File: src/rtl/spi_cmd_master.sv
// SPI mode-0 command master: pops {rw, addr, data} words from the FIFO read side and runs one CS_n frame per word.
// Define SPI_CS_GAP_EN to add a GAP state that holds spi_cs_n high for CS_GAP cycles after each frame.
module spi_cmd_master #(
  parameter int DATA_WIDTH = 41,
  parameter int ADDR_BITS  = 8,
  parameter int WORD_BITS  = 32,
  parameter int CLK_DIV    = 4,
  parameter int CS_GAP     = 4
) (
  input  logic                  clk,
  input  logic                  rst_n,
  input  logic                  fifo_empty,
  input  logic [DATA_WIDTH-1:0] fifo_rd_data,
  output logic                  fifo_rd_en,
  output logic                  spi_sclk,
  output logic                  spi_mosi,
  input  logic                  spi_miso,
  output logic                  spi_cs_n,
  output logic [WORD_BITS-1:0]  rx_data,
  output logic                  rx_valid,
  output logic                  busy
);

  localparam int HDR_BITS = 1 + ADDR_BITS;
  localparam int CNT_MAX  = (CLK_DIV > CS_GAP) ? CLK_DIV : CS_GAP;
  localparam int CNT_W    = $clog2(CNT_MAX + 1);
  localparam logic [CNT_W-1:0] DIV_LAST = CNT_W'(CLK_DIV - 1);
`ifdef SPI_CS_GAP_EN
  localparam logic [CNT_W-1:0] GAP_LAST = CNT_W'(CS_GAP - 1);
`endif

  typedef enum logic [2:0] {
    S_IDLE,
    S_FETCH,
    S_LOAD,
    S_SETUP,
    S_SHIFT,
    S_HOLD,
    S_GAP
  } state_t;

  state_t                state;
  state_t                next_state;
  logic [CNT_W-1:0]      cnt;
  logic [5:0]            bit_cnt;
  logic [DATA_WIDTH-2:0] tx_shift;
  logic [WORD_BITS-1:0]  rx_shift;
  logic                  rw;
  logic                  div_tc;
  logic                  frame_end;

  assign div_tc    = (cnt == DIV_LAST);
  // Last falling SCLK edge: all DATA_WIDTH rising edges already counted.
  assign frame_end = div_tc && spi_sclk && (bit_cnt == 6'(DATA_WIDTH));

  // State register
  always_ff @(posedge clk) begin
    // NOTE: sequential state uses non-blocking assignments so every flop samples pre-edge values.
    if (!rst_n) state <= S_IDLE;
    else        state <= next_state;
  end

  // Next-state logic
  always_comb begin
    // NOTE: default assignment first so no path leaves next_state unassigned (no latch).
    next_state = state;
    case (state)
      S_IDLE:  if (!fifo_empty) next_state = S_FETCH;
      S_FETCH: next_state = S_LOAD;
      S_LOAD:  next_state = S_SETUP;
      S_SETUP: if (div_tc) next_state = S_SHIFT;
      S_SHIFT: if (frame_end) next_state = S_HOLD;
`ifdef SPI_CS_GAP_EN
      S_HOLD:  if (div_tc) next_state = S_GAP;
      S_GAP:   if (cnt == GAP_LAST) next_state = S_IDLE;
`else
      S_HOLD:  if (div_tc) next_state = S_IDLE;
`endif
      default: next_state = S_IDLE;
    endcase
  end

  // State-decoded outputs; the pop is gated by rst_n so no word is lost while reset is held.
  always_comb begin
    fifo_rd_en = (state == S_IDLE) && !fifo_empty && rst_n;
    busy       = (state != S_IDLE);
    spi_cs_n   = !((state == S_SETUP) || (state == S_SHIFT) || (state == S_HOLD));
  end

  // Divider, bit counter, shift registers and registered SPI outputs
  always_ff @(posedge clk) begin
    if (!rst_n) begin
      // NOTE: datapath registers are reset as well, so no X reaches spi_mosi or rx_data after reset.
      cnt      <= '0;
      bit_cnt  <= '0;
      tx_shift <= '0;
      rx_shift <= '0;
      rw       <= 1'b0;
      spi_sclk <= 1'b0;
      spi_mosi <= 1'b0;
      rx_data  <= '0;
      rx_valid <= 1'b0;
    end else begin
      rx_valid <= 1'b0;
      case (state)
        S_LOAD: begin
          tx_shift <= fifo_rd_data[DATA_WIDTH-2:0];
          rw       <= fifo_rd_data[DATA_WIDTH-1];
          spi_mosi <= fifo_rd_data[DATA_WIDTH-1];
          bit_cnt  <= '0;
          cnt      <= '0;
        end
        S_SETUP: begin
          cnt <= div_tc ? '0 : cnt + 1'b1;
        end
        S_SHIFT: begin
          if (div_tc) begin
            cnt      <= '0;
            spi_sclk <= ~spi_sclk;
            if (!spi_sclk) begin
              // Rising edge: bit_cnt is the index of the bit being sampled.
              bit_cnt <= bit_cnt + 1'b1;
              if (!rw && (bit_cnt >= 6'(HDR_BITS)))
                rx_shift <= {rx_shift[WORD_BITS-2:0], spi_miso};
            end else begin
              // Falling edge: present bit index bit_cnt; read data phase drives zeros.
              tx_shift <= {tx_shift[DATA_WIDTH-3:0], 1'b0};
              spi_mosi <= (rw || (bit_cnt < 6'(HDR_BITS))) ? tx_shift[DATA_WIDTH-2] : 1'b0;
            end
          end else begin
            cnt <= cnt + 1'b1;
          end
        end
        S_HOLD: begin
          if (div_tc) begin
            cnt      <= '0;
            spi_mosi <= 1'b0;
            if (!rw) begin
              rx_data  <= rx_shift;
              rx_valid <= 1'b1;
            end
          end else begin
            cnt <= cnt + 1'b1;
          end
        end
`ifdef SPI_CS_GAP_EN
        S_GAP: begin
          cnt <= (cnt == GAP_LAST) ? '0 : cnt + 1'b1;
        end
`endif
        default: begin
          cnt <= '0;
        end
      endcase
    end
  end

endmodule

File: config.mk
export PLATFORM = sky130hd
export DESIGN_NAME = spi_cmd_master
export DESIGN_NICKNAME = d
export VERILOG_FILES = /design/src/rtl/spi_cmd_master.sv
export SDC_FILE = /design/constraint.sdc
export NUM_CORES = 1
export LEC_CHECK = 0
export ABC_AREA = 1
export CORE_ASPECT_RATIO = 0.75
export CORE_MARGIN = 4
export CORE_UTILIZATION = 48
export CTS_BUF_LIST = sky130_fd_sc_hd__clkbuf_16
export DETAILED_ROUTE_END_ITERATION = 8
export PLACE_DENSITY = 0.87
export SLEW_MARGIN = 20
export SYNTH_ARGS = -nofsm -noshare
export SYNTH_HDL_FRONTEND = slang
export SYNTH_SLANG_ARGS = --single-unit
File: constraint.sdc
create_clock -name clk -period 1.55 [get_ports clk]
set_clock_uncertainty 0.1 [all_clocks]
set_input_delay 0.3875 -clock clk [delete_from_list [all_inputs] [get_ports clk]]
set_output_delay 0.3875 -clock clk [all_outputs]
set_load 0.02 [all_outputs]
Yosys cells after proc, flatten, opt, wreduce, memory -nomap -nowiden
Cells that the tools add are included.

storage, ports and cells
  register bits = 120
  input bits = 45
  output and inout bits = 38
  word-level logic and storage cells = 74

cells by class
  add/subtract/negate cells = 2
  $lt $le $gt $ge = 2
  equal/unequal tests = 14
  multiplexer cells = 17
  bitwise logic cells = 4
  reduce and logical (&&, ||, !) cells = 25

operators with widths
  cell                                                                          count
  40-bit 2-to-1 mux                                                             2
  40-bit case mux with 2 select lines                                           1
  3-bit case mux with 6 select lines                                            1
  2-bit inequality test, second input constant                                  7
  3-bit 2-to-1 mux                                                              4
  6-bit 2-to-1 mux                                                              2
  6-bit case mux with 2 select lines                                            1
  3-bit AND reduction                                                           4
  4-bit AND reduction                                                           3
  3-bit by 2-bit == test with 1-bit output, second input constant               3
  6-bit by 1-bit adder with 6-bit output, second input constant                 1
  3-bit == test, second input constant                                          2
  6-bit == test, second input constant                                          1
  6-bit by 4-bit >= comparator with 1-bit output, second input constant         1
  6-bit by 4-bit less-than comparator with 1-bit output, second input constant  1
  3-bit nonzero test                                                            2
  3-bit OR reduction                                                            2
  1-bit logical AND                                                             5
  1-bit 2-to-1 mux                                                              5
  1-bit inverter                                                                4
  3-bit by 1-bit adder with 3-bit output, second input constant                 1
  3-bit by 1-bit == test with 1-bit output, second input constant               1
  1-bit logical NOT                                                             3
  3-bit logical NOT                                                             1
  other kinds (4)                                                               6

Depth between registers and ports, before layout
Gate-level depths: netlist (run 1).

  depth in word-level cells = 6
  mapped depth = 11
  depth with buffers taken out = 10

Worst setup path before layout (run 1)
No wires, ideal clock.

  path kind = register to register
  start point = reg cnt[0]
  end point = reg tx_shift[1]
  library setup time = 0.116 ns
  arrival = 1.446 ns
  required time = 1.334 ns
  slack = -0.112 ns
  cell stages (with the launch flop) = 10
  buffers on the path = 1
  period minus slack after synthesis = 1.662 ns
  cells stage by stage = dfxtp_1 ha_1 ha_1 inv_1 nor2_4 nand2_1 nand2_2 buf_2 o21ai_0 nor2_1

on the way
  word-level cells in the longest chain between the ends = 3

RTL lines
  element                                   RTL line  source
  start, declared                           44        logic [CNT_W-1:0] cnt;
  start signal, assigned                    114       cnt <= div_tc ? '0 : cnt + 1'b1;
  start signal, assigned                    131       cnt <= cnt + 1'b1;
  start signal, assigned                    143       cnt <= cnt + 1'b1;
  3-bit by 2-bit == test with 1-bit output  52        assign div_tc = (cnt == DIV_LAST);
  2-bit inequality test (no line)           -
  3-bit AND reduction (no line)             -
  end signal, assigned                      107       tx_shift <= fifo_rd_data[DATA_WIDTH-2:0];
  end signal, assigned                      127       tx_shift <= {tx_shift[DATA_WIDTH-3:0], 1'b0};
  end, declared                             46        logic [DATA_WIDTH-2:0] tx_shift;

Every way passes these cells.
A chain may end at the register's enable or synchronous reset.

Worst setup path in the final report (run 1)
  start point = reg bit_cnt[0]
  end point = reg rx_shift[9]

on the way
  word-level cells in the longest chain between the ends = 3

RTL lines
  element                                         RTL line  source
  start, declared                                 45        logic [5:0] bit_cnt;
  start signal, assigned                          122       bit_cnt <= bit_cnt + 1'b1;
  6-bit by 4-bit >= comparator with 1-bit output  123       if (!rw && (bit_cnt >= 6'(HDR_BITS)))
  1-bit logical AND                               123
  4-bit AND reduction (no line)                   -
  end signal, assigned                            124       rx_shift <= {rx_shift[WORD_BITS-2:0], spi_miso};
  end, declared                                   47        logic [WORD_BITS-1:0] rx_shift;

Every way passes these cells.

==> results of run 1 <==
==> synth_stat cells <==
cell,count,area (sq um)
a211oi_1,1,7.51
a21oi_1,45,225
a31oi_1,1,6.26
buf_2,23,115
buf_4,3,22.5
buf_6,6,67.6
clkbuf_1,12,45.0
dfxtp_1,120,2400
ha_1,5,62.6
inv_1,21,78.8
inv_2,2,7.51
inv_4,1,6.26
nand2_1,177,664
nand2_2,2,12.5
nand2_4,3,33.8
nand3_1,42,210
nand3_2,1,10.0
nand3b_1,1,7.51
nand4_1,1,6.26
nor2_1,159,597
nor2_4,2,22.5
nor3_1,1,5.00
nor3_4,1,16.3
nor3b_1,1,7.51
o21a_1,1,7.51
o21ai_0,77,385
o21ai_1,1,5.00
==> registers in the layout (all words and copies together) (netlist names) <==
signal,flops
spi_mosi,1
rx_valid,1
cnt,3
rw,1
rx_data,32
state,3
rx_shift,32
tx_shift,40
bit_cnt,6
spi_sclk,1
==> per-stage QoR <==
| step | setup slack, ns | cells | hold slack, ns |
|---|---|---|---|
| 2_1_floorplan | 0.00422 | 710 | 0.299 |
| 3_3_place_gp | -0.552 | 929 | 0.311 |
| 3_5_place_dp | -0.546 | 929 | 0.325 |
| 4_1_cts | -0.287 | 983 | 0.305 |
| 5_1_grt | -0.423 | 991 | 0.323 |
| 6_report | -0.351 | 991 | 0.307 |
==> placed cells by master (no fill, tap or decap), types with 4 or more instances in the layout <==
| cell type | n |
|---|---|
| a21oi_1 | 13 |
| a21oi_2 | 32 |
| buf_12 | 9 |
| buf_16 | 7 |
| buf_2 | 4 |
| buf_4 | 34 |
| buf_6 | 17 |
| buf_8 | 4 |
| bufinv_16 | 4 |
| clkbuf_16 | 20 |
| clkbuf_2 | 24 |
| clkdlybuf4s15_2 | 6 |
| clkdlybuf4s50_1 | 43 |
| dfxtp_1 | 115 |
| ha_1 | 4 |
| inv_1 | 24 |
| nand2_1 | 168 |
| nand2_2 | 8 |
| nand2_4 | 5 |
| nand3_1 | 9 |
| nand3_2 | 18 |
| nand3_4 | 16 |
| nor2_1 | 149 |
| nor2_2 | 8 |
| nor2_4 | 4 |
| o21ai_0 | 41 |
| o21ai_1 | 30 |
| o21ai_2 | 7 |
==> layer usage <==
metal	share of wire, %	up-vias
met2	50	238
met3	5.9	44
met4	2.4	0
met1	42	2598
li1	-	2549
met5	0	-
==> cells by family (layout without fill, tap and decap cells) <==
group	Yosys count	after routing	synth area share (%)
buffers and inverters	68	212	6.81
flip-flops	120	120	47.7
AND/OR/NAND/NOR	391	392	31.6
AO/OA/AOI/OAI	126	126	12.6
adder cells (fa/ha/maj)	5	5	1.24
==> power by group <==
part / internal (mW) / switching (mW) / total, mW
combinational: 1.69 / 1.81 / 3.51
clock: 2.64 / 1.38 / 4.02
sequential: 3.52 / 0.269 / 3.79
total: 7.85 / 3.47 / 11.3
==> what timing repair did <==
action,4_1_cts,5_1_grt
setup buffers,10,5
cloned,12,4
pin swaps,32,48
endpoints found under the hold margin,0,0
resized for setup,184,140
endpoints found under the setup margin,151,147
==> final cells by class <==
type                    instances  area, sq um
clock buffers                  17          425
inverters                      24          108
well taps                     136          170
fillers                       650         2410
flip-flops and latches        120         2410
clock inverters                15          170
repair buffers                156         1710
multi-input cells             523         2840
==> how the worst max path moves through the flow <==
stage	endpoint	slack (ns)	start	cells after the start
final	rx_shift[9]	-0.35	bit_cnt[0]	10
after global routing	rx_shift[9]	-0.42	bit_cnt[0]	10
after CTS	fifo_rd_en	-0.29	state[1]	5
after detailed placement	fifo_rd_en	-0.55	fifo_empty	3
after global placement	fifo_rd_en	-0.55	fifo_empty	3
after floorplan	tx_shift[0]	0.004	cnt[0]	10
==> critical path, stage by stage (launching register included) <==
cell and delay (ns):
dfxtp_2 0.36, inv_1 0.07, ha_1 0.20, inv_1 0.09, nand2_1 0.06, nand3_1 0.08
nand2_1 0.11, nand2_4 0.15, buf_4 0.30, nand3_4 0.13, a21oi_2 0.18
==> flow_summary.json, run 1 <==
{
  "status": "finished with violations",
  "violations": "setup timing",
  "met3_usage_pct": 6.57,
  "die_h_um": 96.7,
  "ys_types": 27,
  "max_slew_margin_pct": 52.6,
  "drt-wirelength-per-cell_um": 17.4,
  "setup.worst_path.class": "flop to flop",
  "min_from": "cnt[0]",
  "r2r_start": "bit_cnt[0]",
  "rr_endpoint": "rx_shift[9]",
  "track_usage_pct": 24.9,
  "grt_pass1_vias": 5061,
  "cts-buffers-inserted": 17,
  "setup-violations-final": 117,
  "whs_path_depth": 1,
  "endpoint_kind": "flop",
  "drc": 0,
  "ys_seq_area_share_pct": 47.7,
  "power_mw": 11.3,
  "use_met1_pct": 32.5,
  "arrival_ns": 2.13,
  "critPathMaxFanout": 10,
  "design_area_sq_um": 7840,
  "num_vias": 5429,
  "cts-root-buf": "clkbuf_16",
  "postRouteAntennaNets": 0,
  "drive_gt1_share_pct": 29.1,
  "numPortBuffers": 82,
  "via_per_inst": 5.48,
  "ys_ff_latch": 120,
  "place_area_sq_um": 6180,
  "gr-usage-met2_pct": 40.2,
  "area_delta_synth_final_pct": 55.5,
  "tns_ns": -26.64,
  "rsz0062_at_grt": "yes",
  "clock_path_buffers": 2,
  "power_leakage_nw": 3.38,
  "ir_drop_v": 0.00126,
  "fmax_mhz": 526,
  "hold_viol_final": 0,
  "grt_pass1_wl_um": 24800,
  "ys_warn_count": 0,
  "initial_core_util_pct": 49.1,
  "first_pass_iters": 5,
  "fp.coreArea_sq_um": 10200,
  "antenna_found_initial": 0,
  "wl_um": 17200,
  "dr.first_iter.drc_count": 608,
  "gp_congestion": 0.842,
  "hold-path-endpoint": "cnt[0]",
  "rows": 32,
  "maxCapViolations": 0,
  "h-tree-depth": 4,
  "slew_viol_final": 0,
  "period_needed_ns": 1.90,
  "grt_max_degree": 76,
  "cts.sinks": 120,
  "clock_latency_ns": 0.41,
  "p_per_area_nw_per_um2": 1440,
  "netlist_area_sq_um": 5040,
  "clk_pin_slew_ns": 0.05,
  "postLayoutCoreUtil_pct": 76.4,
  "fin_crit_sh_pct": 123,
  "reg2reg_depth": 10,
  "cts_tree": "done",
  "top_usage_layer": "met2",
  "syn_nets": 760,
  "hpwl_um": 7930,
  "cts_hold_buf": 0,
  "antennaDiodeCount": 0,
  "die_area_sq_um": 12200,
  "worst-r2r-setup-slack_ns": -0.35,
  "hold_path_class": "flop to flop",
  "setup_slack_ns": -0.351,
  "crit_required_ns": 1.78,
  "worstMarginPinSlew_ns": 0.710,
  "cp-start-kind": "flop",
  "pin_count": 83,
  "avgSynthCellArea_sq_um": 7.09,
  "syn_inst": 710,
  "fp.dieW_um": 126,
  "overflow": 0,
  "nets": 892
}
Note: power is estimated with default switching activity, not from simulation.
==> inputs of run 2 (changes only) <==
--- a/config.mk
+++ b/config.mk
@@ -10,6 +10,7 @@
 export CORE_MARGIN = 4
 export CORE_UTILIZATION = 48
 export CTS_BUF_LIST = sky130_fd_sc_hd__clkbuf_16
+export CTS_CLUSTER_SIZE = 12
 export DETAILED_ROUTE_END_ITERATION = 8
 export PLACE_DENSITY = 0.87
 export SLEW_MARGIN = 20
==> constraint.sdc (replaced) <==
create_clock -name clk -period 1.55 [get_ports clk]
set_clock_uncertainty 0.1 [all_clocks]
set_input_delay 0.2325 -clock clk [delete_from_list [all_inputs] [get_ports clk]]
set_output_delay 0.2325 -clock clk [all_outputs]
set_load 0.02 [all_outputs]
==> flow_summary.json, run 2 (same netlist as run 1, synthesis figures left out) <==
{
  "largest_reg_flops": 40,
  "register_area_sq_um": 2420,
  "antenna_found_initial": 0,
  "overflow": 0,
  "fp.coreArea_sq_um": 10200,
  "reg_top3": "tx_shift x40, rx_data x32, rx_shift x32",
  "hold_slack_ns": 0.326,
  "hold_path_class": "primary input to flop",
  "fin_crit_sh_pct": 121,
  "arrival_ns": 2.10,
  "hpwl_um": 7660,
  "wl_um": 17300,
  "setup.worst_path.class": "flop to flop",
  "fmax_mhz": 532,
  "grt_max_degree": 76,
  "cp-start-kind": "flop",
  "clock_latency_ns": 0.41,
  "area_delta_synth_final_pct": 59.4,
  "initial_core_util_pct": 49.1,
  "ir_drop_v": 0.00123,
  "tns_ns": -14.93,
  "cts_tree": "done",
  "track_usage_pct": 25.2,
  "design_area_sq_um": 8030,
  "crit_buf_inv": 3,
  "crit_chain": "buf_6 > buf_4 > nor2_1 > nand2_2 > o21ai_0 > nand2_1 > inv_1 > o21ai_0 > a21oi_1",
  "cts.sinks": 120,
  "layout_commonest_cell": "nand2_1",
  "rsz0062_at_grt": "yes",
  "status": "finished with violations",
  "drc": 0,
  "slew_viol_final": 0,
  "layout.cells.non_filler": 997,
  "num_vias": 5489,
  "postRouteAntennaNets": 0,
  "first_pass_iters": 6,
  "cpPeakStageDelay_ns": 0.37,
  "cts-root-buf": "clkbuf_16",
  "max_slew_margin_pct": 45.2,
  "cp_common_cell": "o21ai_0",
  "nets": 898,
  "place_area_sq_um": 6150,
  "place_inst": 924,
  "dr.first_iter.drc_count": 671,
  "antennaDiodeCount": 0,
  "setup-violations-final": 116,
  "h-tree-depth": 4,
  "period_needed_ns": 1.88,
  "power_leakage_nw": 3.48,
  "endpoint_kind": "flop",
  "gp_congestion": 0.839,
  "maxCapViolations": 0,
  "rows": 32,
  "mostFrequentLayoutCells": "nand2_1 (138), nor2_1 (132), dfxtp_1 (114)",
  "drt-wirelength-per-cell_um": 17.3,
  "fp.dieW_um": 126,
  "crit_slowest_cell": "dfxtp_4",
  "numPortBuffers": 82,
  "die_area_sq_um": 12200,
  "drive_gt1_share_pct": 31.4,
  "p_per_area_nw_per_um2": 1330,
  "grt_pass1_wl_um": 25200,
  "multi_input_area_sq_um": 2970,
  "clk_pin_slew_ns": 0.06,
  "pin_count": 83,
  "via_per_inst": 5.51,
  "grt_pass1_vias": 5159,
  "setup_slack_ns": -0.328,
  "worstMarginPinSlew_ns": 0.821,
  "hold_viol_final": 0,
  "regMostFlops": "tx_shift",
  "crit_family": "compound AO/OA/AOI/OAI gates",
  "num-fill-cells": 601,
  "clock_path_buffers": 2,
  "cts-buffers-inserted": 17,
  "critPathMaxFanout": 6,
  "violations": "setup timing",
  "crit_required_ns": 1.77,
  "die_h_um": 96.7
}
-- run 2: cell type report --
type,count,area share (%)
clock buffer,17,5.30
clock inverter,15,2.01
inverter,24,1.50
multi-input combinational,525,37.0
sequential,120,30.1
tap,136,2.12
timing repair buffer,159,21.7
timing repair inverter,1,0.203
-- run 2: report_power, final --
group / internal [mW] / leakage, nW / total (mW) / switching (mW)
Sequential: 3.53 / 0.975 / 3.81 / 0.287
Clock: 2.50 / 0.283 / 3.93 / 1.43
Combinational: 1.29 / 2.22 / 2.93 / 1.64
-- run 2: per-layer routing --
metal	global-route usage (%)	part of all wire, %	vias to the layer above
met5	0	0	-
met4	9.23	1.9	0
met3	6.35	8.5	44
met2	40.2	48	314
met1	33.1	41	2563
li1	-	-	2568
-- run 2: worst paths after layout --
path | cells after the start | to | slack [ns] | start
min | 3 | tx_shift[0] | 0.33 | fifo_rd_data[0]
max reg2reg | 9 | spi_mosi | -0.33 | state[0]
min reg2reg | 1 | cnt[0] | 0.33 | cnt[0]
max | 9 | spi_mosi | -0.33 | state[0]
-- run 2: repair_timing --
item | 4_1_cts | 5_1_grt
resized for setup | 224 | 86
hold buffers | 0 | 0
buffers inserted | 21 | 7
gates cloned | 13 | 3
setup endpoints to repair | 150 | 116
pin swaps | 50 | 43
-- run 2: through the flow --
stage               setup slack (ns)  power [mW]  util (%)
global placement              -0.247        5.90      60.0
CTS                           -0.121        10.2      74.6
floorplan                    0.00765        5.13         -
finish                        -0.328        10.7      78.3
global route                  -0.348        11.1      78.3
detailed placement            -0.250        5.96      60.0
-- run 2: worst min-delay path: cells and delay by family --
family | cells | cell delay (ns)
and+or+nand+nor | 1 | 0.04
buffers and inverters | 1 | 0.41
AOI/OAI and AO/OA | 1 | 0.11
